File: config.mk
export PLATFORM = sky130hd
export DESIGN_NAME = instr_encode_loader_flat
export DESIGN_NICKNAME = d
export VERILOG_FILES = /design/src/rtl/rv32i_pkg.sv /design/src/rtl/instr_encode_loader_if.sv /design/src/rtl/instr_packer.sv /design/src/rtl/instr_encode_loader.sv /design/src/flat_wrapper.sv
export SDC_FILE = /design/constraint.sdc
export NUM_CORES = 1
export LEC_CHECK = 0
export ABC_AREA = 1
export BUFFER_PORTS_ARGS = -buffer_cell sky130_fd_sc_hd__buf_2
export CELL_PAD_IN_SITES_DETAIL_PLACEMENT = 0
export CELL_PAD_IN_SITES_GLOBAL_PLACEMENT = 1
export CORE_MARGIN = 2
export CORE_UTILIZATION = 34
export CTS_CLUSTER_SIZE = 12
export DETAILED_ROUTE_END_ITERATION = 12
export GPL_TIMING_DRIVEN = 0
export PLACE_DENSITY = 0.82
export SLEW_MARGIN = 20
export SYNTH_ARGS = -nofsm -noshare
export SYNTH_HDL_FRONTEND = slang
export SYNTH_SLANG_ARGS = --single-unit
export TNS_END_PERCENT = 1
File: constraint.sdc
create_clock -name clk -period 2.1 [get_ports clk]
set_clock_uncertainty 0.1 [all_clocks]
set_input_delay 0.21 -clock clk [delete_from_list [all_inputs] [get_ports clk]]
set_output_delay 0.21 -clock clk [all_outputs]
set_load 0.05 [all_outputs]
File: src/rtl/rv32i_pkg.sv
// Shared RV32I encoding types for the program loader: opcode enum, funct3 type,
// field record struct and loader FSM states.
package rv32i_pkg;

    localparam int DPW = 32;

    typedef enum logic [6:0] {
        R_TYPE = 7'b0110011,
        OP_IMM = 7'b0010011,
        LOAD   = 7'b0000011,
        S_TYPE = 7'b0100011,
        B_TYPE = 7'b1100011,
        JAL    = 7'b1101111,
        JALR   = 7'b1100111,
        LUI    = 7'b0110111,
        AUIPC  = 7'b0010111
    } instr_type_t;

    typedef logic [2:0] func_code_t;

    typedef struct packed {
        instr_type_t    instr_type;
        func_code_t     func_code;
        logic           funct7b5;
        logic [4:0]     rs1;
        logic [4:0]     rs2;
        logic [4:0]     rd;
        logic [DPW-1:0] imm;
    } fld_rec_t;

    typedef enum logic [1:0] {
        ST_IDLE,
        ST_ACCEPT,
        ST_WRITE,
        ST_DONE
    } load_state_t;

    // SLLI/SRLI/SRAI carry funct7 in the upper immediate bits.
    function automatic logic is_shift_imm(input func_code_t f3);
        return (f3 == 3'b001) || (f3 == 3'b101);
    endfunction

endpackage

File: src/rtl/instr_encode_loader_if.sv
// Field-record handshake plus the imem write bus of the program loader.
interface instr_encode_loader_if #(parameter int AW = 8);
    import rv32i_pkg::*;

    logic           fld_valid;
    logic           fld_ready;
    logic           fld_last;
    instr_type_t    instr_type;
    func_code_t     func_code;
    logic           funct7b5;
    logic [4:0]     rs1;
    logic [4:0]     rs2;
    logic [4:0]     rd;
    logic [DPW-1:0] imm;

    logic           imem_we;
    logic [AW-1:0]  imem_addr;
    logic [DPW-1:0] imem_wdata;

    modport master (
        output fld_valid, fld_last, instr_type, func_code, funct7b5, rs1, rs2, rd, imm,
        input  fld_ready,
        input  imem_we, imem_addr, imem_wdata
    );

    modport slave (
        input  fld_valid, fld_last, instr_type, func_code, funct7b5, rs1, rs2, rd, imm,
        output fld_ready,
        output imem_we, imem_addr, imem_wdata
    );

endinterface

File: src/rtl/instr_packer.sv
// Combinational RV32I field packer: builds the instruction word for one record
// and flags whether its opcode is a known format.
module instr_packer
    import rv32i_pkg::*;
(
    input  fld_rec_t       rec,
    output logic [DPW-1:0] word,
    output logic           legal
);

    logic [6:0] op;

    assign op = rec.instr_type;

    always_comb begin
        word  = '0;
        legal = 1'b1;
        case (rec.instr_type)
            R_TYPE: begin
                word = {1'b0, rec.funct7b5, 5'b0, rec.rs2, rec.rs1, rec.func_code, rec.rd, op};
            end
            OP_IMM, LOAD, JALR: begin
                word = {rec.imm[11:0], rec.rs1, rec.func_code, rec.rd, op};
                if (rec.instr_type == OP_IMM && is_shift_imm(rec.func_code)) begin
                    word[31:25] = {1'b0, rec.funct7b5, 5'b0};
                end
            end
            S_TYPE: begin
                word = {rec.imm[11:5], rec.rs2, rec.rs1, rec.func_code, rec.imm[4:0], op};
            end
            B_TYPE: begin
                word = {rec.imm[12], rec.imm[10:5], rec.rs2, rec.rs1, rec.func_code,
                        rec.imm[4:1], rec.imm[11], op};
            end
            LUI, AUIPC: begin
                word = {rec.imm[31:12], rec.rd, op};
            end
            JAL: begin
                word = {rec.imm[20], rec.imm[10:1], rec.imm[11], rec.imm[19:12], rec.rd, op};
            end
            default: begin
                word  = '0;
                legal = 1'b0;
            end
        endcase
    end

endmodule

File: src/rtl/instr_encode_loader.sv
// Program loader: accepts decoded field records, packs each into an RV32I word
// and writes it to imem at an auto-incrementing address, one word per 2 cycles.
module instr_encode_loader
    import rv32i_pkg::*;
#(
    parameter int AW   = 8,
    parameter int BASE = 0
) (
    input  logic                  clk,
    input  logic                  rst,
    input  logic                  start,
    instr_encode_loader_if.slave  bus,
    output logic                  busy,
    output logic                  done,
    output logic                  err_illegal,
    output logic                  err_ovf,
    output logic [AW:0]           wr_count
);

    localparam logic [AW-1:0] BASE_ADDR = AW'(BASE);
    localparam logic [AW-1:0] LAST_ADDR = '1;

    load_state_t    state_reg, state_next;
    logic [AW-1:0]  addr_reg;
    logic [DPW-1:0] hold_reg;
    logic           last_reg;
    logic [AW:0]    wr_count_reg;
    logic           err_illegal_reg;
    logic           err_ovf_reg;

    fld_rec_t       rec;
    logic [DPW-1:0] packed_word;
    logic           packed_legal;
    logic           accept_hs;

    assign rec = '{
        instr_type: bus.instr_type,
        func_code:  bus.func_code,
        funct7b5:   bus.funct7b5,
        rs1:        bus.rs1,
        rs2:        bus.rs2,
        rd:         bus.rd,
        imm:        bus.imm
    };

    instr_packer u_packer (
        .rec   (rec),
        .word  (packed_word),
        .legal (packed_legal)
    );

    assign accept_hs = (state_reg == ST_ACCEPT) && bus.fld_valid;

    always_ff @(posedge clk or posedge rst) begin
        if (rst) begin
            state_reg <= ST_IDLE;
        end else begin
            state_reg <= state_next;
        end
    end

    always_comb begin
        state_next = state_reg;
        case (state_reg)
            ST_IDLE: begin
                if (start) begin
                    state_next = ST_ACCEPT;
                end
            end
            ST_ACCEPT: begin
                if (bus.fld_valid) begin
                    if (packed_legal) begin
                        state_next = ST_WRITE;
                    end else if (bus.fld_last) begin
                        state_next = ST_DONE;
                    end
                end
            end
            ST_WRITE: begin
                // Memory is never wrapped: a full imem ends the session early.
                if (last_reg || addr_reg == LAST_ADDR) begin
                    state_next = ST_DONE;
                end else begin
                    state_next = ST_ACCEPT;
                end
            end
            ST_DONE: begin
                state_next = ST_IDLE;
            end
            default: begin
                state_next = ST_IDLE;
            end
        endcase
    end

    // imem_we is decoded from state, so the async reset drops it immediately.
    always_comb begin
        bus.fld_ready = (state_reg == ST_ACCEPT);
        bus.imem_we   = (state_reg == ST_WRITE);
        busy          = (state_reg != ST_IDLE);
        done          = (state_reg == ST_DONE);
    end

    always_ff @(posedge clk or posedge rst) begin
        if (rst) begin
            addr_reg        <= BASE_ADDR;
            hold_reg        <= '0;
            last_reg        <= 1'b0;
            wr_count_reg    <= '0;
            err_illegal_reg <= 1'b0;
            err_ovf_reg     <= 1'b0;
        end else begin
            case (state_reg)
                ST_IDLE: begin
                    if (start) begin
                        addr_reg        <= BASE_ADDR;
                        wr_count_reg    <= '0;
                        err_illegal_reg <= 1'b0;
                        err_ovf_reg     <= 1'b0;
                    end
                end
                ST_ACCEPT: begin
                    if (accept_hs) begin
                        if (packed_legal) begin
                            hold_reg <= packed_word;
                            last_reg <= bus.fld_last;
                        end else begin
                            err_illegal_reg <= 1'b1;
                        end
                    end
                end
                ST_WRITE: begin
                    wr_count_reg <= wr_count_reg + 1'b1;
                    if (!last_reg) begin
                        if (addr_reg == LAST_ADDR) begin
                            err_ovf_reg <= 1'b1;
                        end else begin
                            addr_reg <= addr_reg + 1'b1;
                        end
                    end
                end
                default: begin
                end
            endcase
        end
    end

    assign bus.imem_addr  = addr_reg;
    assign bus.imem_wdata = hold_reg;
    assign err_illegal    = err_illegal_reg;
    assign err_ovf        = err_ovf_reg;
    assign wr_count       = wr_count_reg;

endmodule

File: src/flat_wrapper.sv
// flat-port wrapper written by rule: the top's interface ports become plain ports
module instr_encode_loader_flat import rv32i_pkg::*;
#(
    parameter int AW   = 8,
    parameter int BASE = 0
)
  (clk, rst, start, busy, done, err_illegal, err_ovf, wr_count, bus_fld_valid, bus_fld_last, bus_instr_type, bus_func_code, bus_funct7b5, bus_rs1, bus_rs2, bus_rd, bus_imm, bus_fld_ready, bus_imem_we, bus_imem_addr, bus_imem_wdata);
  instr_encode_loader_if #(.AW(AW)) bus_i ();
  input  logic clk;
  input  logic rst;
  input  logic start;
  output logic busy;
  output logic done;
  output logic err_illegal;
  output logic err_ovf;
  output logic [AW:0] wr_count;
  input wire logic [$bits(bus_i.fld_valid)-1:0] bus_fld_valid;
  input wire logic [$bits(bus_i.fld_last)-1:0] bus_fld_last;
  input wire logic [$bits(bus_i.instr_type)-1:0] bus_instr_type;
  input wire logic [$bits(bus_i.func_code)-1:0] bus_func_code;
  input wire logic [$bits(bus_i.funct7b5)-1:0] bus_funct7b5;
  input wire logic [$bits(bus_i.rs1)-1:0] bus_rs1;
  input wire logic [$bits(bus_i.rs2)-1:0] bus_rs2;
  input wire logic [$bits(bus_i.rd)-1:0] bus_rd;
  input wire logic [$bits(bus_i.imm)-1:0] bus_imm;
  output wire logic [$bits(bus_i.fld_ready)-1:0] bus_fld_ready;
  output wire logic [$bits(bus_i.imem_we)-1:0] bus_imem_we;
  output wire logic [$bits(bus_i.imem_addr)-1:0] bus_imem_addr;
  output wire logic [$bits(bus_i.imem_wdata)-1:0] bus_imem_wdata;
  assign bus_i.fld_valid = bus_fld_valid;
  assign bus_i.fld_last = bus_fld_last;
  assign bus_i.instr_type = bus_instr_type;
  assign bus_i.func_code = bus_func_code;
  assign bus_i.funct7b5 = bus_funct7b5;
  assign bus_i.rs1 = bus_rs1;
  assign bus_i.rs2 = bus_rs2;
  assign bus_i.rd = bus_rd;
  assign bus_i.imm = bus_imm;
  assign bus_fld_ready = bus_i.fld_ready;
  assign bus_imem_we = bus_i.imem_we;
  assign bus_imem_addr = bus_i.imem_addr;
  assign bus_imem_wdata = bus_i.imem_wdata;
  instr_encode_loader #(.AW(AW), .BASE(BASE)) u_core (.clk(clk), .rst(rst), .start(start), .bus(bus_i), .busy(busy), .done(done), .err_illegal(err_illegal), .err_ovf(err_ovf), .wr_count(wr_count));
endmodule
==> results.py, run 1 <==
metrics = {
    "setup_path": {
        "path_max_fanout": 10,
        "critPathCaptureType": "output pin",
        "start_kind": "flop",
        "critPathKind": "reg2out",
        "cp.required_ns": 1.79,
        "crit_slowest_cell": "dfrtp_1",
        "crit_chain": "inv_1, nand2_2, inv_2, clkbuf_4, buf_4",
        "arrival_ns": 1.64,
        "cpPeakStageDelay_ns": 0.43,
        "critical_path.top_delay_family": "buffers and inverters",
        "reg2reg_slack_ns": 0.18,
        "path_buf_inv": 4,
    },
    "yosys": {
        "ys.warnings.count": 0,
        "synth_area_per_cell_um2": 6.96,
        "synth_top_area_cell": "dfrtp_1",
        "synth_seq_cells": 54,
        "synth_compound_area_frac": 0.0762,
        "synth_cell_types": 29,
        "synth_fa_ha_area_frac": 0.00806,
        "syn-instance-count": 446,
        "netlist_area_um2": 3100,
        "syn_nets": 511,
        "synth_simple_gate_area_share": 0.381,
        "muxShareOfSynthArea": 0,
        "synth_top_family_by_area": "simple AND/OR/NAND/NOR gates",
        "yosysSeqAreaShare": 0.435,
        "synth_top_area_frac": 0.435,
        "synth-xor-area-share": 0.0113,
        "yosys-top-cells-area": "dfrtp_1 44%, nand2_1 25%, inv_1 5.4%, o21ai_0 4.5%, nand3_1 4.0%",
    },
    "layout": {
        "final.fill_count": 954,
        "drive_gt1_frac": 0.281,
        "final_cell_area_um2": 3940,
        "antenna_cells": 0,
        "mostFrequentLayoutCell": "nand2_1",
        "largest_reg_flops": 32,
        "area_growth_pct": 26.8,
        "finalNetCount": 636,
        "final_cell_mix": "204 x nand2_1, 118 x buf_2, 54 x dfrtp_1",
    },
    "clock_network": {
        "cts_sinks": 54,
        "clockRootBuffer": "clkbuf_8",
        "htreeDepth": 2,
        "path_clk_slew_ns": 0.11,
        "clock_path_buffers": 2,
        "clock_latency_ns": 0.30,
        "numCtsBuffers": 5,
        "cts_tree": "yes",
    },
    "power_and_ir_drop": {
        "max-vdd-ir-drop_v": 0.000262,
        "sequentialPowerShare": 0.411,
        "p_leak_nw": 2.37,
        "p_sw_w": 0.00134,
        "power_density_nw_per_um2": 774,
        "pwr-share-comb": 0.387,
        "pwr-share-clk": 0.202,
        "switching_share": 0.440,
        "p_int_w": 0.00171,
    },
    "sta": {
        "period_minus_slack_ns": 1.95,
        "grt_setup_unrepaired": "no",
        "maxSlewHeadroom": 0.542,
        "worst_pin_slew_ns": 0.687,
        "setup_ws_ns": 0.149,
        "finalSetupViolCount": 0,
        "fin_crit_sh": 0.929,
        "hold_viol": 0,
        "setup_tns_ns": 0,
        "fin_hold_ws_ns": 0.0697,
        "max_freq_mhz": 513,
        "drv_slew": 0,
    },
    "floorplanning": {
        "die_h_um": 99.5,
        "num_rows": 34,
        "die_width_um": 99.5,
        "core_area_um2": 8810,
        "die-area_um2": 9910,
        "initial_core_util": 0.352,
        "io_pins": 118,
    },
    "placement": {
        "preCtsSetupSlack_ns": 0.214,
        "gp_congestion": 0.805,
        "post_dp_cell_area_um2": 3830,
        "dp.final_hpwl_um": 6450,
        "port_buffers": 117,
    },
    "detailed_routing": {
        "vias_per_cell": 4.64,
        "drt_iter0_markers": 83,
        "wl_per_cell_um": 12.3,
        "via_count": 3156,
        "route.final.wire_length_um": 8400,
        "drc_errors": 0,
        "ant_nets": 0,
        "dr.pass1.iters": 5,
    },
    "global_routing": {
        "grt_overflow": 0,
        "grt_usage": 0.176,
        "grt_pass1_vias": 3066,
        "grt_max_degree": 55,
        "grt_pass1_wl_um": 14200,
        "antenna_found_initial": 0,
    },
    "run_status": {
        "status": "complete, no violations",
    },
    "worst_hold_path": {
        "worst_hold_path_type": "in2reg",
    },
    "flow_run": {
        "drv_cap": 0,
    },
}
==> kinds of logic (layout without fill, tap and decap cells) <==
kind of cell	count (synthesis)	in the layout
xor gates and xnor gates	4	4
adders and majority gates	2	2
and+or+nand+nor	285	285
AOI/OAI and AO/OA	41	41
DFF	54	54
buffers and inverters	60	186
==> layout make-up <==
type | count | area, um2 | share of cell area
Inverter | 49 | 186 | 0.0474
Timing Repair Buffer | 118 | 598 | 0.152
Clock buffer | 5 | 68.8 | 0.0175
Tap cell | 108 | 135 | 0.0343
Buffer | 11 | 92.6 | 0.0235
Multi-Input combinational cell | 332 | 1480 | 0.376
Clock inverter | 3 | 25.0 | 0.00636
Sequential cell | 54 | 1350 | 0.343
==> worst register-to-register path: stages (launching register included) <==
cell and delay, ns:
dfrtp_1 0.44, ha_1 0.25, nand2_1 0.07, inv_1 0.05
nand3_1 0.10, inv_1 0.06, nand2_1 0.07, nand2_1 0.13
nor2_4 0.20, inv_1 0.16, nand2_1 0.08, o21ai_0 0.08
==> synth_stat cells <==
master and number:
xor2_1 4, or2_2 3, nor2_4 2, a22o_1 1
o31a_1 1, nand3_1 25, buf_2 3, nor3_1 4
nand2_1 204, clkbuf_1 1, nand3b_1 1, dfrtp_1 54
nand4_1 5, buf_4 3, o22ai_1 2, buf_6 3
buf_8 1, inv_2 4, nor2_2 5, o21ai_0 28
ha_1 2, nand2_2 3, o21ai_2 5, nand3_2 2
nor3b_1 1, a21oi_1 3, inv_1 45, nor2_1 30
o21a_1 1
==> through the flow <==
step / total power [W] / util / instances
CTS: 0.00309 / 0.447 / 680
detailed placement: 0.00245 / 0.434 / 671
finish: 0.00305 / 0.447 / 680
global placement: 0.00244 / 0.434 / 671
global route: 0.00324 / 0.447 / 680
floorplan: 0.00213 / - / 446
==> routing by layer <==
layer / vias up / wire length, um / GRT usage
met5: - / 0 / 0
met4: 0 / 67 / 0.0379
met3: 6 / 559 / 0.0478
met2: 101 / 3880 / 0.304
met1: 1422 / 3890 / 0.221
li1: 1627 / - / -
==> repair_timing <==
item / CTS / global route
hold buffers: 1 / 0
buffers inserted: 0 / 0
gates cloned: 0 / 0
endpoints found under the hold margin: 54 / 0
setup endpoints to repair: 1 / 1
pin swaps: 0 / 0
gates resized for setup: 1 / 2
==> power by group through the flow <==
stage | logic [W] | registers [W] | clock network (W)
2_1_floorplan | 0.000511 | 0.00162 | 0
3_3_place_gp | 0.00117 | 0.00127 | 0
3_5_place_dp | 0.00118 | 0.00127 | 0
4_1_cts | 0.00119 | 0.00125 | 0.000645
5_1_grt | 0.00128 | 0.00127 | 0.000682
6_report | 0.00118 | 0.00125 | 0.000615
==> final timing paths <==
| check | start | end | depth (start not counted) |
|---|---|---|---|
| max | u_core.state_reg[0] | bus_imem_we | 5 |
| min | bus_rd[1] | u_core.bus.imem_wdata[8] | 5 |
| max reg2reg | u_core.bus.imem_addr[0] | u_core.bus.imem_addr[6] | 11 |
| min reg2reg | u_core.bus.imem_wdata[1] | u_core.bus.imem_wdata[1] | 1 |
| max in group asynchronous | rst | u_core.bus.imem_wdata[5] | 3 |
| min in group asynchronous | rst | u_core.bus.imem_wdata[27] | 3 |
Power figures use the tool's default switching activity.
==> run 2, diff against run 1 <==
--- a/config.mk
+++ b/config.mk
@@ -9,14 +9,17 @@
 export BUFFER_PORTS_ARGS = -buffer_cell sky130_fd_sc_hd__buf_2
 export CELL_PAD_IN_SITES_DETAIL_PLACEMENT = 0
 export CELL_PAD_IN_SITES_GLOBAL_PLACEMENT = 1
+export CORE_ASPECT_RATIO = 1.5
 export CORE_MARGIN = 2
-export CORE_UTILIZATION = 34
+export CORE_UTILIZATION = 35
 export CTS_CLUSTER_SIZE = 12
 export DETAILED_ROUTE_END_ITERATION = 12
 export GPL_TIMING_DRIVEN = 0
 export PLACE_DENSITY = 0.82
+export SETUP_SLACK_MARGIN = 0.5
 export SLEW_MARGIN = 20
 export SYNTH_ARGS = -nofsm -noshare
 export SYNTH_HDL_FRONTEND = slang
+export SYNTH_HIERARCHICAL = 1
 export SYNTH_SLANG_ARGS = --single-unit
 export TNS_END_PERCENT = 1
==> run 2 against run 1 <==
Effect of this change:
- wire length is 31% higher
- synthesized cell count is 20% higher
- first-iteration DRC count is 78% higher
- sequential cell count stayed put
- non-clock buffer count is 26 higher
- utilization is 2.9 points higher
- critical path type unchanged
- critical endpoint unchanged
- highest routed layer unchanged
==> results.py, run 2 <==
metrics = {
    "setup_path": {
        "r2r_cells": 8,
        "arrival_ns": 1.25,
        "critPathCaptureType": "output pin",
        "cp.required_ns": 1.79,
        "path_max_fanout": 10,
        "critPathKind": "reg2out",
        "start_kind": "flop",
    },
    "sta": {
        "max_freq_mhz": 642,
        "setup_tns_ns": 0,
        "period_minus_slack_ns": 1.56,
        "drv_slew": 0,
        "hold_viol": 0,
        "maxSlewHeadroom": 0.573,
        "grt_setup_unrepaired": "yes",
        "worst_pin_slew_ns": 0.640,
        "finalSetupViolCount": 0,
        "fin_crit_sh": 0.742,
        "setup_ws_ns": 0.542,
    },
    "clock_network": {
        "clock_latency_ns": 0.29,
        "cts_tree": "yes",
        "numCtsBuffers": 5,
        "clock_path_buffers": 2,
        "cts_sinks": 54,
        "clockRootBuffer": "clkbuf_16",
        "htreeDepth": 2,
        "path_clk_slew_ns": 0.07,
    },
    "layout": {
        "finalNetCount": 741,
        "drive_gt1_frac": 0.301,
        "antenna_cells": 0,
        "area_growth_pct": 34.1,
        "final_cell_mix": "124 x nand2_1, 120 x buf_2, 79 x inv_1",
        "mostFrequentLayoutCell": "nand2_1",
        "largest_reg_flops": 32,
    },
    "floorplanning": {
        "num_rows": 45,
        "initial_core_util": 0.355,
        "die_h_um": 127,
        "core_area_um2": 10000,
        "die_width_um": 86.3,
        "io_pins": 118,
        "die-area_um2": 11000,
    },
    "yosys": {
        "yosysSeqAreaShare": 0.380,
        "synth_edf_count": 0,
        "synth_area_per_cell_um2": 6.67,
        "netlist_area_um2": 3550,
        "yosys-top-cells-area": "dfrtp_1 38%, nand2_1 14%, inv_1 8.4%, nor2_1 7.1%, o21ai_1 6.9%",
        "yosysMostFrequentCell": "nand2_1",
        "syn-instance-count": 533,
        "async_flop_share": 1.00,
        "yosys-top-cells-count": "128 x nand2_1, 80 x inv_1, 67 x nor2_1, 54 x dfrtp_1, 49 x o21ai_1",
        "synth_seq_cells": 54,
        "synth_cell_types": 30,
        "synth_flop_cell": "dfrtp_1",
        "synth_top_area_cell": "dfrtp_1",
        "syn_nets": 598,
        "ys.warnings.count": 6,
        "synth_top_area_frac": 0.380,
    },
    "detailed_routing": {
        "wl_per_cell_um": 13.9,
        "drc_errors": 0,
        "route.final.wire_length_um": 11000,
        "dr.pass1.iters": 4,
        "vias_per_cell": 4.89,
        "via_count": 3886,
        "ant_nets": 0,
        "drt_iter0_markers": 148,
    },
    "worst_hold_path": {
        "worst_hold_path_type": "in2reg",
        "hold_path_depth": 3,
    },
    "power_and_ir_drop": {
        "design_power_total_w": 0.00360,
        "power_density_nw_per_um2": 756,
        "max-vdd-ir-drop_v": 0.000392,
        "p_leak_nw": 2.56,
    },
    "placement": {
        "preCtsSetupSlack_ns": 0.0133,
        "dp.final_hpwl_um": 8490,
        "gp_congestion": 0.937,
        "port_buffers": 117,
    },
    "run_status": {
        "status": "complete, no violations",
    },
    "global_routing": {
        "grt_pass1_wl_um": 17500,
        "grt_usage": 0.199,
        "grt_pass1_vias": 3683,
        "grt_max_degree": 30,
        "grt_overflow": 0,
        "antenna_found_initial": 0,
    },
    "flow_run": {
        "drv_cap": 0,
    },
}
[run 2: cell types whose count changed after synthesis, moves of 6 or more]
cell	before	now
o21ai_0	28	22
o21ai_1	0	49
nand2_1	204	128
nand3_1	25	45
inv_2	4	10
inv_1	45	80
a21oi_1	3	18
nor2_1	30	67
a21boi_0	0	8
[run 2: final cells by class]
cell class              instances  area (um2)
clock buffers                   5         125
fillers                      1054        5250
repair buffers                136         762
well taps                     117         146
inverters                      90         347
flip-flops and latches         54        1350
multi-input cells             370        1840
clock inverters                 3        40.0
plain buffers                  19         155
[run 2: power breakdown]
part           switching (W)  total [W]  internal, W
clock network       0.000376   0.000935     0.000559
registers           0.000110    0.00127      0.00116
logic               0.000977    0.00140     0.000419
total                0.00146    0.00360      0.00214
[run 2: logic make-up (layout without fill, tap and decap cells)]
| logic type | count (synthesis) | after routing | synth area share |
|---|---|---|---|
| adders and majority gates | 2 | 2 | 0.00704 |
| AOI/OAI and AO/OA | 108 | 108 | 0.166 |
| xor gates and xnor gates | 1 | 1 | 0.00246 |
| and+or+nand+nor | 259 | 259 | 0.309 |
| DFF | 54 | 54 | 0.380 |
| buffers and inverters | 109 | 253 | 0.135 |
[run 2: final timing paths]
kind                                      startpoint                         to  slack, ns
setup / recovery                 u_core/state_reg[0]                bus_imem_we       0.54
hold / removal                          bus_fld_last            u_core/last_reg       0.11
setup reg to reg             u_core/bus.imem_addr[0]    u_core/bus.imem_addr[2]       0.56
hold reg to reg            u_core/bus.imem_wdata[22]  u_core/bus.imem_wdata[22]       0.38
max in group asynchronous                        rst  u_core/bus.imem_wdata[26]       0.91
min in group asynchronous                        rst    u_core/bus.imem_addr[3]       0.44
[run 2: through the flow]
| stage | std cells | utilization | hold slack (ns) | area [um2] |
|---|---|---|---|---|
| 5_1_grt | 794 | 0.476 | 0.125 | 4770 |
| 3_5_place_dp | 768 | 0.430 | 0.233 | 4310 |
| 4_1_cts | 779 | 0.454 | 0.102 | 4550 |
| 6_report | 794 | 0.476 | 0.110 | 4770 |
| 2_1_floorplan | 533 | - | 0.178 | 3560 |
| 3_3_place_gp | 767 | 0.428 | 0.366 | 4290 |
[run 2: critical path: stages, from the launching register on]
cell	delay, ns
dfrtp_1	0.42
nor2_2	0.15
buf_6	0.11
buf_6	0.13
buf_8	0.15
[run 2: timing repair]
action	4_1_cts	5_1_grt
pin swaps	1	8
endpoints found under the setup margin	42	45
hold buffers	1	0
gates resized for setup	11	26
hold endpoints to repair	25	0
gates cloned	0	1
setup buffers	2	14
[run 2: metal layers]
| metal | global-route usage | wire length [um] | vias up |
|---|---|---|---|
| li1 | - | - | 1961 |
| met1 | 0.235 | 4350 | 1758 |
| met4 | 0.102 | 490 | 0 |
| met5 | 0 | 0 | - |
| met3 | 0.0194 | 485 | 32 |
| met2 | 0.353 | 5690 | 135 |
